===== src/rtl/jk_pkg.sv =====
// Shared definitions for the JK command arbiter: operation codes, FSM
// state encoding and the per-bit j/k encoder.
package jk_pkg;

  localparam logic [1:0] OP_HOLD = 2'b00;
  localparam logic [1:0] OP_RST  = 2'b01;
  localparam logic [1:0] OP_SET  = 2'b10;
  localparam logic [1:0] OP_TGL  = 2'b11;

  typedef enum logic [1:0] {
    S_IDLE   = 2'b00,
    S_DRIVE  = 2'b01,
    S_SETTLE = 2'b10
  } state_t;

  // Returns {j, k} for one bank bit given the op code and that bit's mask.
  // An unmasked bit always gets j=k=0 so the flop simply holds.
  function automatic logic [1:0] jk_bit(input logic [1:0] code, input logic m);
    logic [1:0] jk;
    jk = 2'b00;
    case (code)
      OP_HOLD: jk = 2'b00;
      OP_RST:  jk = {1'b0, m};
      OP_SET:  jk = {m, 1'b0};
      OP_TGL:  jk = {m, m};
      default: jk = 2'b00;
    endcase
    return jk;
  endfunction

endpackage


===== src/rtl/jk_bank.sv =====
// Bank of WIDTH JK flip-flops with synchronous active-low reset.
module jk_bank #(
  parameter int WIDTH = 8
) (
  input  logic             clk,
  input  logic             rst_n,
  input  logic [WIDTH-1:0] j,
  input  logic [WIDTH-1:0] k,
  output logic [WIDTH-1:0] q
);

  logic [WIDTH-1:0] q_q;
  logic [WIDTH-1:0] q_d;

  // Classic JK next state per bit: set, reset, toggle or hold.
  always_comb begin
    q_d = (j & ~k) | (q_q & ~j & ~k) | (~q_q & j & k);
  end

  // Bank storage, cleared by reset.
  always_ff @(posedge clk) begin
    if (!rst_n) begin
      q_q <= '0;
    end else begin
      q_q <= q_d;
    end
  end

  assign q = q_q;

endmodule


===== src/rtl/jk_cmd_arbiter.sv =====
// Round-robin arbiter and sequencer that applies one requester's JK bank
// operation at a time: grant/drive for one cycle, then report completion.
module jk_cmd_arbiter
  import jk_pkg::*;
#(
  parameter int NREQ  = 4,
  parameter int WIDTH = 8
) (
  input  logic                  clk,
  input  logic                  rst_n,
  input  logic [NREQ-1:0]       req,
  input  logic [2*NREQ-1:0]     op,
  input  logic [WIDTH*NREQ-1:0] mask,
  output logic [NREQ-1:0]       gnt,
  output logic                  done,
  output logic                  busy,
  output logic [WIDTH-1:0]      j,
  output logic [WIDTH-1:0]      k,
  output logic [WIDTH-1:0]      q
);

  localparam int PTR_W = (NREQ > 1) ? $clog2(NREQ) : 1;

  state_t            state_q, state_d;
  logic [NREQ-1:0]   gnt_q, gnt_d;
  logic [WIDTH-1:0]  j_q, j_d;
  logic [WIDTH-1:0]  k_q, k_d;
  logic              done_q, done_d;
  logic              busy_q, busy_d;
  logic [PTR_W-1:0]  rr_ptr_q, rr_ptr_d;
  logic [PTR_W-1:0]  win_q, win_d;

  logic [NREQ-1:0]   req_eff;
  logic              any_req;
  logic [PTR_W-1:0]  pick;
  logic [PTR_W-1:0]  idx;
  logic [1:0]        op_w;
  logic [WIDTH-1:0]  mask_w;
  logic [WIDTH-1:0]  enc_j;
  logic [WIDTH-1:0]  enc_k;

  // Round-robin pick starting at rr_ptr; the requester just served is masked in SETTLE.
  always_comb begin
    req_eff = req;
    if (state_q == S_SETTLE) begin
      req_eff[win_q] = 1'b0;
    end
    any_req = 1'b0;
    pick    = '0;
    idx     = '0;
    for (int i = 0; i < NREQ; i++) begin
      idx = PTR_W'((int'(rr_ptr_q) + i) % NREQ);
      if (!any_req && req_eff[idx]) begin
        any_req = 1'b1;
        pick    = idx;
      end
    end
  end

  // Encode the winner's op and mask into bank j/k vectors.
  always_comb begin
    op_w   = op[2*int'(pick) +: 2];
    mask_w = mask[WIDTH*int'(pick) +: WIDTH];
    enc_j  = '0;
    enc_k  = '0;
    for (int b = 0; b < WIDTH; b++) begin
      {enc_j[b], enc_k[b]} = jk_bit(op_w, mask_w[b]);
    end
  end

  // FSM next state and next registered outputs.
  always_comb begin
    state_d  = state_q;
    gnt_d    = '0;
    j_d      = '0;
    k_d      = '0;
    done_d   = 1'b0;
    busy_d   = 1'b0;
    rr_ptr_d = rr_ptr_q;
    win_d    = win_q;
    case (state_q)
      S_IDLE, S_SETTLE: begin
        if (any_req) begin
          state_d     = S_DRIVE;
          gnt_d[pick] = 1'b1;
          j_d         = enc_j;
          k_d         = enc_k;
          win_d       = pick;
          busy_d      = 1'b1;
        end else begin
          state_d = S_IDLE;
        end
      end
      S_DRIVE: begin
        state_d  = S_SETTLE;
        done_d   = 1'b1;
        busy_d   = 1'b1;
        rr_ptr_d = (win_q == PTR_W'(NREQ - 1)) ? '0 : win_q + 1'b1;
      end
      default: begin
        state_d = S_IDLE;
      end
    endcase
  end

  // State and registered outputs; reset aborts any operation in flight.
  always_ff @(posedge clk) begin
    if (!rst_n) begin
      state_q  <= S_IDLE;
      gnt_q    <= '0;
      j_q      <= '0;
      k_q      <= '0;
      done_q   <= 1'b0;
      busy_q   <= 1'b0;
      rr_ptr_q <= '0;
      win_q    <= '0;
    end else begin
      state_q  <= state_d;
      gnt_q    <= gnt_d;
      j_q      <= j_d;
      k_q      <= k_d;
      done_q   <= done_d;
      busy_q   <= busy_d;
      rr_ptr_q <= rr_ptr_d;
      win_q    <= win_d;
    end
  end

  jk_bank #(
    .WIDTH(WIDTH)
  ) u_bank (
    .clk  (clk),
    .rst_n(rst_n),
    .j    (j_q),
    .k    (k_q),
    .q    (q)
  );

  assign gnt  = gnt_q;
  assign j    = j_q;
  assign k    = k_q;
  assign done = done_q;
  assign busy = busy_q;

endmodule

===== config.mk =====
export PLATFORM = sky130hd
export DESIGN_NAME = jk_cmd_arbiter
export DESIGN_NICKNAME = d
export VERILOG_FILES = /design/src/rtl/jk_pkg.sv /design/src/rtl/jk_bank.sv /design/src/rtl/jk_cmd_arbiter.sv
export SDC_FILE = /design/constraint.sdc
export NUM_CORES = 1
export LEC_CHECK = 0
export ABC_AREA = 1
export ABC_CLOCK_PERIOD_IN_PS = 5240
export BUFFER_PORTS_ARGS = -buffer_cell sky130_fd_sc_hd__buf_2
export CAP_MARGIN = 10
export CELL_PAD_IN_SITES_DETAIL_PLACEMENT = 1
export CELL_PAD_IN_SITES_GLOBAL_PLACEMENT = 1
export CORE_MARGIN = 4
export CORE_UTILIZATION = 35
export CTS_BUF_LIST = sky130_fd_sc_hd__clkbuf_16
export DETAILED_ROUTE_END_ITERATION = 8
export PLACE_DENSITY = 0.88
export SYNTH_ARGS = -nofsm -noshare
export SYNTH_HDL_FRONTEND = slang
export SYNTH_SLANG_ARGS = --single-unit

===== constraint.sdc =====
create_clock -name clk -period 5.24 [get_ports clk]
set_clock_uncertainty 0.15 [all_clocks]
set_input_delay 0.524 -clock clk [delete_from_list [all_inputs] [get_ports clk]]
set_output_delay 0.524 -clock clk [all_outputs]
set_load 0.05 [all_outputs]

==> impl_metrics.ini, run 1 <==
[synthesis]
synthAdderAreaFrac = 0.0268
ys_seq_area_frac = 0.375
async_flop_share = 0
avgSynthCellArea_um2 = 7.25
synth_top_area_frac = 0.375
synth_compound_area_frac = 0.105
synth_ff_type = dfxtp_1
syn-cell-area_um2 = 1870
synth_edf_count = 0
synth_xor_area_frac = 0.0147
postSynthCellCount = 258
synth_simple_gate_area_frac = 0.369
netlist_top_cells_area = dfxtp_1 (37%), nand2_1 (12%), nand3_1 (7.0%), inv_1 (6.6%), o21ai_0 (6.2%)
synth_top_area_cell = dfxtp_1
synth-seq-cells = 35
ys_warn_count = 0
post-synth-top-count-cell = nand2_1
muxShareOfSynthArea = 0
yosys-top-cells-count = nand2_1 (62), dfxtp_1 (35), inv_1 (33)
synth.distinct_cells = 27
synth_nets = 308
synth_top_family_by_area = simple AND/OR/NAND/NOR gates

[drt]
vias = 1934
wl_met2_mm = 2.89
top_layer_used = met4
wl_met1_mm = 2.51
drtIter0Drc = 63
drtPass1Iterations = 4
wl_per_cell_um = 14.0
wl_met3_um = 206
drtAntennaViolNets = 0
drc_errors = 0
drt_wl_total_mm = 5.66
viasPerCell = 4.79

[global_route]
grtUsageTotal = 0.180
grt_pass1_vias = 1921
grt-ovfl-total = 0
grt_max_degree = 32
antenna_found_initial = 0
grt_pass1_wl_mm = 9.16

[worst_hold_path]
hold_class = reg2reg
whs_path_depth = 1
min-delay-start = k[0]$_SDFF_PN0_
whs_endpoint = u_bank.q[0]$_SDFF_PN0_

[die]
dieHeight_um = 81.1
ios = 76
fp.dieW_um = 81.1
die_area_um2 = 6570
num_rows = 26
core_um2 = 5140
initial_core_util = 0.364

[worst_setup_path]
crit_type = reg2reg
cp_slowest_stage_delay_ps = 400
reg2reg_to = j[7]$_SDFF_PN0_
path_cells = inv_1 > ha_1 > nand3_1 > nand3_1 > nand3_1 > nand2_4 > nand2_2 > nand2_2 > nand2_4 > nand3_4 > nor2_1 > nand2_1 > nand3_1 > nor2_1
cp.arrival_ps = 2650
cp_max_fo = 31
start_kind = flop
worst_ep_required_time_ps = 5260
reg2reg_depth = 14
r2r_slack_ps = 2610
crit_top_cell = nand3_1
r2r-start = win_q[0]$_SDFFE_PN0P_
slowest_stage = dfxtp_1
endpoint_kind = flop

[status]
status = finished clean

[placed_design]
dp_hpwl_mm = 4.35
finalWeightedCongestion = 0.774
placed_cells = 396
portBuffers = 75
place_ws_ps = 2680

[timing]
tns_ps = 0
min_period_over_period = 0.502
fmax_mhz = 380
setup_viol = 0
rsz0062_at_grt = false
slew_headroom = 0.702
period_minus_slack_ps = 2630
slew_viol_final = 0
layout_setup_ws_ps = 2610
hold_viol = 0
tightest_slew_ps = 447

[run]
max_cap_violations = 0

[cells_and_area]
final_layout_size_suffix_gt1_frac = 0.329
seqCellArea_um2 = 701
antenna_cells = 0
final_nets = 383
multiInputGateArea_um2 = 963
finish.utilization = 0.475
n_fill_cell = 696
fin_cells = 404
syn_to_final_growth_pct = 30.7

[clocking]
post_cts_buffers = 0
clock_latency_ps = 280
ctsResizeCount = 0
clk_pin_slew_ps = 60
cts_tree = yes
cts_buffers = 5
cts_buffer_depth = 2
cts_hold_buf = 0
cts.sinks = 35
root_buffer = clkbuf_16
cts.htree.levels = 2

[power]
powerDensity_nw_per_um2 = 652
p_leak_nw = 1.33
peakVddDrop_mv = 0.210
==> state kept, by name, summed over array words and instances (netlist names) <==
signal,flops
u_bank.q,8
state_q,2
win_q,2
busy,1
rr_ptr_q,2
k,8
gnt,4
j,8
==> power breakdown <==
part / internal [mW] / switching [mW] / total, mW
logic: 0.206 / 0.637 / 0.842
registers: 0.352 / 0.0578 / 0.410
clock network: 0.224 / 0.116 / 0.341
==> metal layers <==
metal  up-vias  global-route usage
li1        971                   -
met1       913               0.224
met2        43               0.322
met3         7              0.0299
met4         0              0.0439
met5         -                   0
==> cell usage in the layout (no fill, tap or decap), types with 2 or more instances in the layout <==
cell type | synthesis | layout
nand3_1 | 26 | 26
nand2_4 | 3 | 3
inv_4 | 2 | 2
nand2_1 | 62 | 62
nand2_2 | 6 | 6
nand4_4 | 2 | 2
buf_2 | 1 | 75
inv_1 | 33 | 33
a21oi_1 | 13 | 13
nor2_2 | 3 | 3
nor3_1 | 4 | 4
nor2_1 | 19 | 19
nand3_2 | 3 | 3
inv_2 | 3 | 3
clkbuf_16 | 0 | 5
nand4_1 | 4 | 4
o21ai_0 | 23 | 23
dfxtp_1 | 35 | 35
ha_1 | 4 | 4
==> layout make-up <==
cell class	instances	area share
inverters	38	0.0604
repair buffers	75	0.154
well taps	70	0.0358
clock inverters	3	0.0179
flip-flops and latches	35	0.287
clock buffers	5	0.0512
multi-input cells	178	0.394
==> per-stage QoR <==
step	power [mW]	cell area [µm²]	hold WS, ps
finish	1.59	2440	267
floorplan	1.08	1870	397
global route	1.70	2440	302
CTS	1.60	2440	273
detailed placement	1.25	2270	271
global placement	1.23	2270	262
==> critical path, delay by kind of cell, from the launching register on <==
family / cells / cell delay [ps]
adders and majority gates: 1 / 200
buffers and inverters: 1 / 90
DFF: 1 / 400
and+or+nand+nor: 12 / 1660
==> how the worst max path moves through the flow <==
stage | from | endpoint | slack, ps | depth (start not counted)
global route | win_q[0]$_SDFFE_PN0P_ | j[7]$_SDFF_PN0_ | 2350 | 14
CTS | win_q[0]$_SDFFE_PN0P_ | j[7]$_SDFF_PN0_ | 2620 | 14
floorplan | state_q[1]$_SDFF_PN0_ | j[0]$_SDFF_PN0_ | 2970 | 11
finish | win_q[0]$_SDFFE_PN0P_ | j[7]$_SDFF_PN0_ | 2610 | 14
detailed placement | win_q[0]$_SDFFE_PN0P_ | k[4]$_SDFF_PN0_ | 2680 | 15
global placement | win_q[0]$_SDFFE_PN0P_ | k[7]$_SDFF_PN0_ | 2790 | 15
==> cells by family after synthesis <==
family / after synthesis
simple gates: 136
compound gates: 37
buf+inv: 45
flops: 35
fa+ha+maj: 4
xor+xnor: 1
(Power assumes the default switching activity.)
==> run 2, diff against run 1 <==
ABC_CLOCK_PERIOD_IN_PS = 2200   (was 5240)
CORE_UTILIZATION = 30   (was 35)
PLACE_DENSITY = 0.81   (was 0.88)
clock period = 2.2 ns   (was 5.24 ns; I/O delays follow)
==> run 2 against run 1 <==
Against the previous run: register-to-register slack lost 2800 ps; the run now ends with setup timing left; non-clock buffer count grew 26; largest power group unchanged; worst setup slack lost 2800 ps; final cell count grew 8.4%; clock power grew 130%.
==> impl_metrics.ini, run 2 (synthesis gave the netlist of run 1 again) <==
[status]
status = complete, but fails checks
violations = setup timing

[timing]
slew_viol_final = 0
hold_ws_ps = 160
layout_setup_ws_ps = -204
fmax_mhz = 416
tightest_slew_ps = 324
rsz0062_at_grt = true
period_minus_slack_ps = 2400
setup_viol = 22
hold_viol = 0
min_period_over_period = 1.09
slew_headroom = 0.783

[cells_and_area]
final_nets = 412
syn_to_final_growth_pct = 62.9
final_layout_size_suffix_gt1_frac = 0.532
n_fill_cell = 735
final_common_cell = buf_2
multiInputGateArea_um2 = 1320
antenna_cells = 0
seqCellArea_um2 = 709
fin_cells = 438
layout_common_cells = buf_2 (75), nand2_1 (52), dfxtp_1 (32)

[clocking]
cts_buffer_depth = 2
cts.sinks = 35
root_buffer = clkbuf_16
clk_pin_slew_ps = 60
clock_latency_ps = 270
cts_buffers = 5
cts.htree.levels = 2
cts_tree = yes

[worst_setup_path]
start_kind = flop
worst_ep_required_time_ps = 2250
cp.arrival_ps = 2450
crit_type = reg2reg
cp_max_fo = 8
endpoint_kind = flop

[global_route]
top_usage_layer = met2
grt-ovfl-total = 0
globalRouteMet1Util = 0.225
grtUsageTotal = 0.193
grt_pass1_vias = 2319
antenna_found_initial = 0
grt_pass1_wl_mm = 11.5
use_met3 = 0.0189
grt_use_met2 = 0.362
grt_max_degree = 15

[power]
powerDensity_nw_per_um2 = 1520
pwr-share-clk = 0.171
p_leak_nw = 1.53
pwr-share-seq = 0.220
p_sw_mw = 2.36
peakVddDrop_mv = 1.01
p_comb_frac = 0.609
p_int_mw = 2.26
switching_share = 0.510

[drt]
drtPass1Iterations = 4
wl_per_cell_um = 17.5
vias = 2140
drtAntennaViolNets = 0
drc_errors = 0
drt_wl_total_mm = 7.65
drtIter0Drc = 61
viasPerCell = 4.89

[run]
max_cap_violations = 0

[die]
die_area_um2 = 7560
dieHeight_um = 86.9
fp.dieW_um = 86.9
ios = 76
initial_core_util = 0.312
core_um2 = 5990
num_rows = 28

[placed_design]
dp_hpwl_mm = 4.64
finalWeightedCongestion = 0.817
placed_cells = 415
portBuffers = 75

[worst_hold_path]
hold_class = in2reg
==> run 2: worst max-delay path, stage by stage (launching register included) <==
cell and delay, ps:
dfxtp_4 380, inv_6 80, ha_4 140, nand3_4 90, nand3_4 120, nand2_4 70, o21ai_4 190, buf_6 150
nand2_4 60, nand2_8 90, nand3_4 140, nand2_2 110, nand2_2 50, nand2_2 70, nand4_4 210, nor2_1 190
==> run 2: metrics by stage <==
stage / setup TNS (ps) / power, mW / utilization / area [µm²] / setup WS [ps]
2_1_floorplan: 0 / 2.57 / - / 1870 / 114
3_3_place_gp: -2430 / 3.08 / 0.401 / 2400 / -156
3_5_place_dp: -5370 / 3.14 / 0.401 / 2400 / -336
4_1_cts: -1090 / 4.34 / 0.483 / 2890 / -89.3
5_1_grt: -5370 / 4.87 / 0.508 / 3040 / -309
6_report: -3070 / 4.62 / 0.508 / 3040 / -204
==> run 2: power groups by stage <==
| stage | combinational [mW] | sequential, mW | clock, mW |
|---|---|---|---|
| global placement | 2.11 | 0.975 | 0 |
| detailed placement | 2.16 | 0.987 | 0 |
| finish | 2.82 | 1.02 | 0.789 |
| global route | 3.01 | 1.04 | 0.825 |
| CTS | 2.56 | 0.993 | 0.794 |
| floorplan | 0.994 | 1.57 | 0 |
==> run 2: layout make-up <==
cell class              instances  area share
clock inverters                 3      0.0127
flip-flops and latches         35       0.233
multi-input cells             181       0.434
inverters                      38      0.0510
clock buffers                   5      0.0411
repair buffers                101       0.197
well taps                      75      0.0308
==> run 2: worst paths after layout <==
check | slack [ps] | cells past startpoint | from | endpoint
min reg2reg | 270 | 1 | k[1]$_SDFF_PN0_ | u_bank.q[1]$_SDFF_PN0_
max reg2reg | -200 | 15 | win_q[1]$_SDFFE_PN0P_ | j[6]$_SDFF_PN0_
min | 160 | 3 | rst_n | win_q[0]$_SDFFE_PN0P_
max | -200 | 15 | win_q[1]$_SDFFE_PN0P_ | j[6]$_SDFF_PN0_
==> run 2: repair_timing <==
item                                    4_1_cts  5_1_grt
endpoints found under the setup margin       22       22
cloned                                        3        0
buffers inserted                              8        4
pin swaps                                    17       21
hold endpoints to repair                      0        0
resized for setup                            51       33
hold buffers                                  0        0
==> run 2: per-layer routing <==
| layer | part of all wire | vias to the layer above |
|---|---|---|
| met5 | 0 | - |
| li1 | - | 1036 |
| met3 | 0.041 | 10 |
| met4 | 0.016 | 0 |
| met2 | 0.54 | 56 |
| met1 | 0.40 | 1038 |
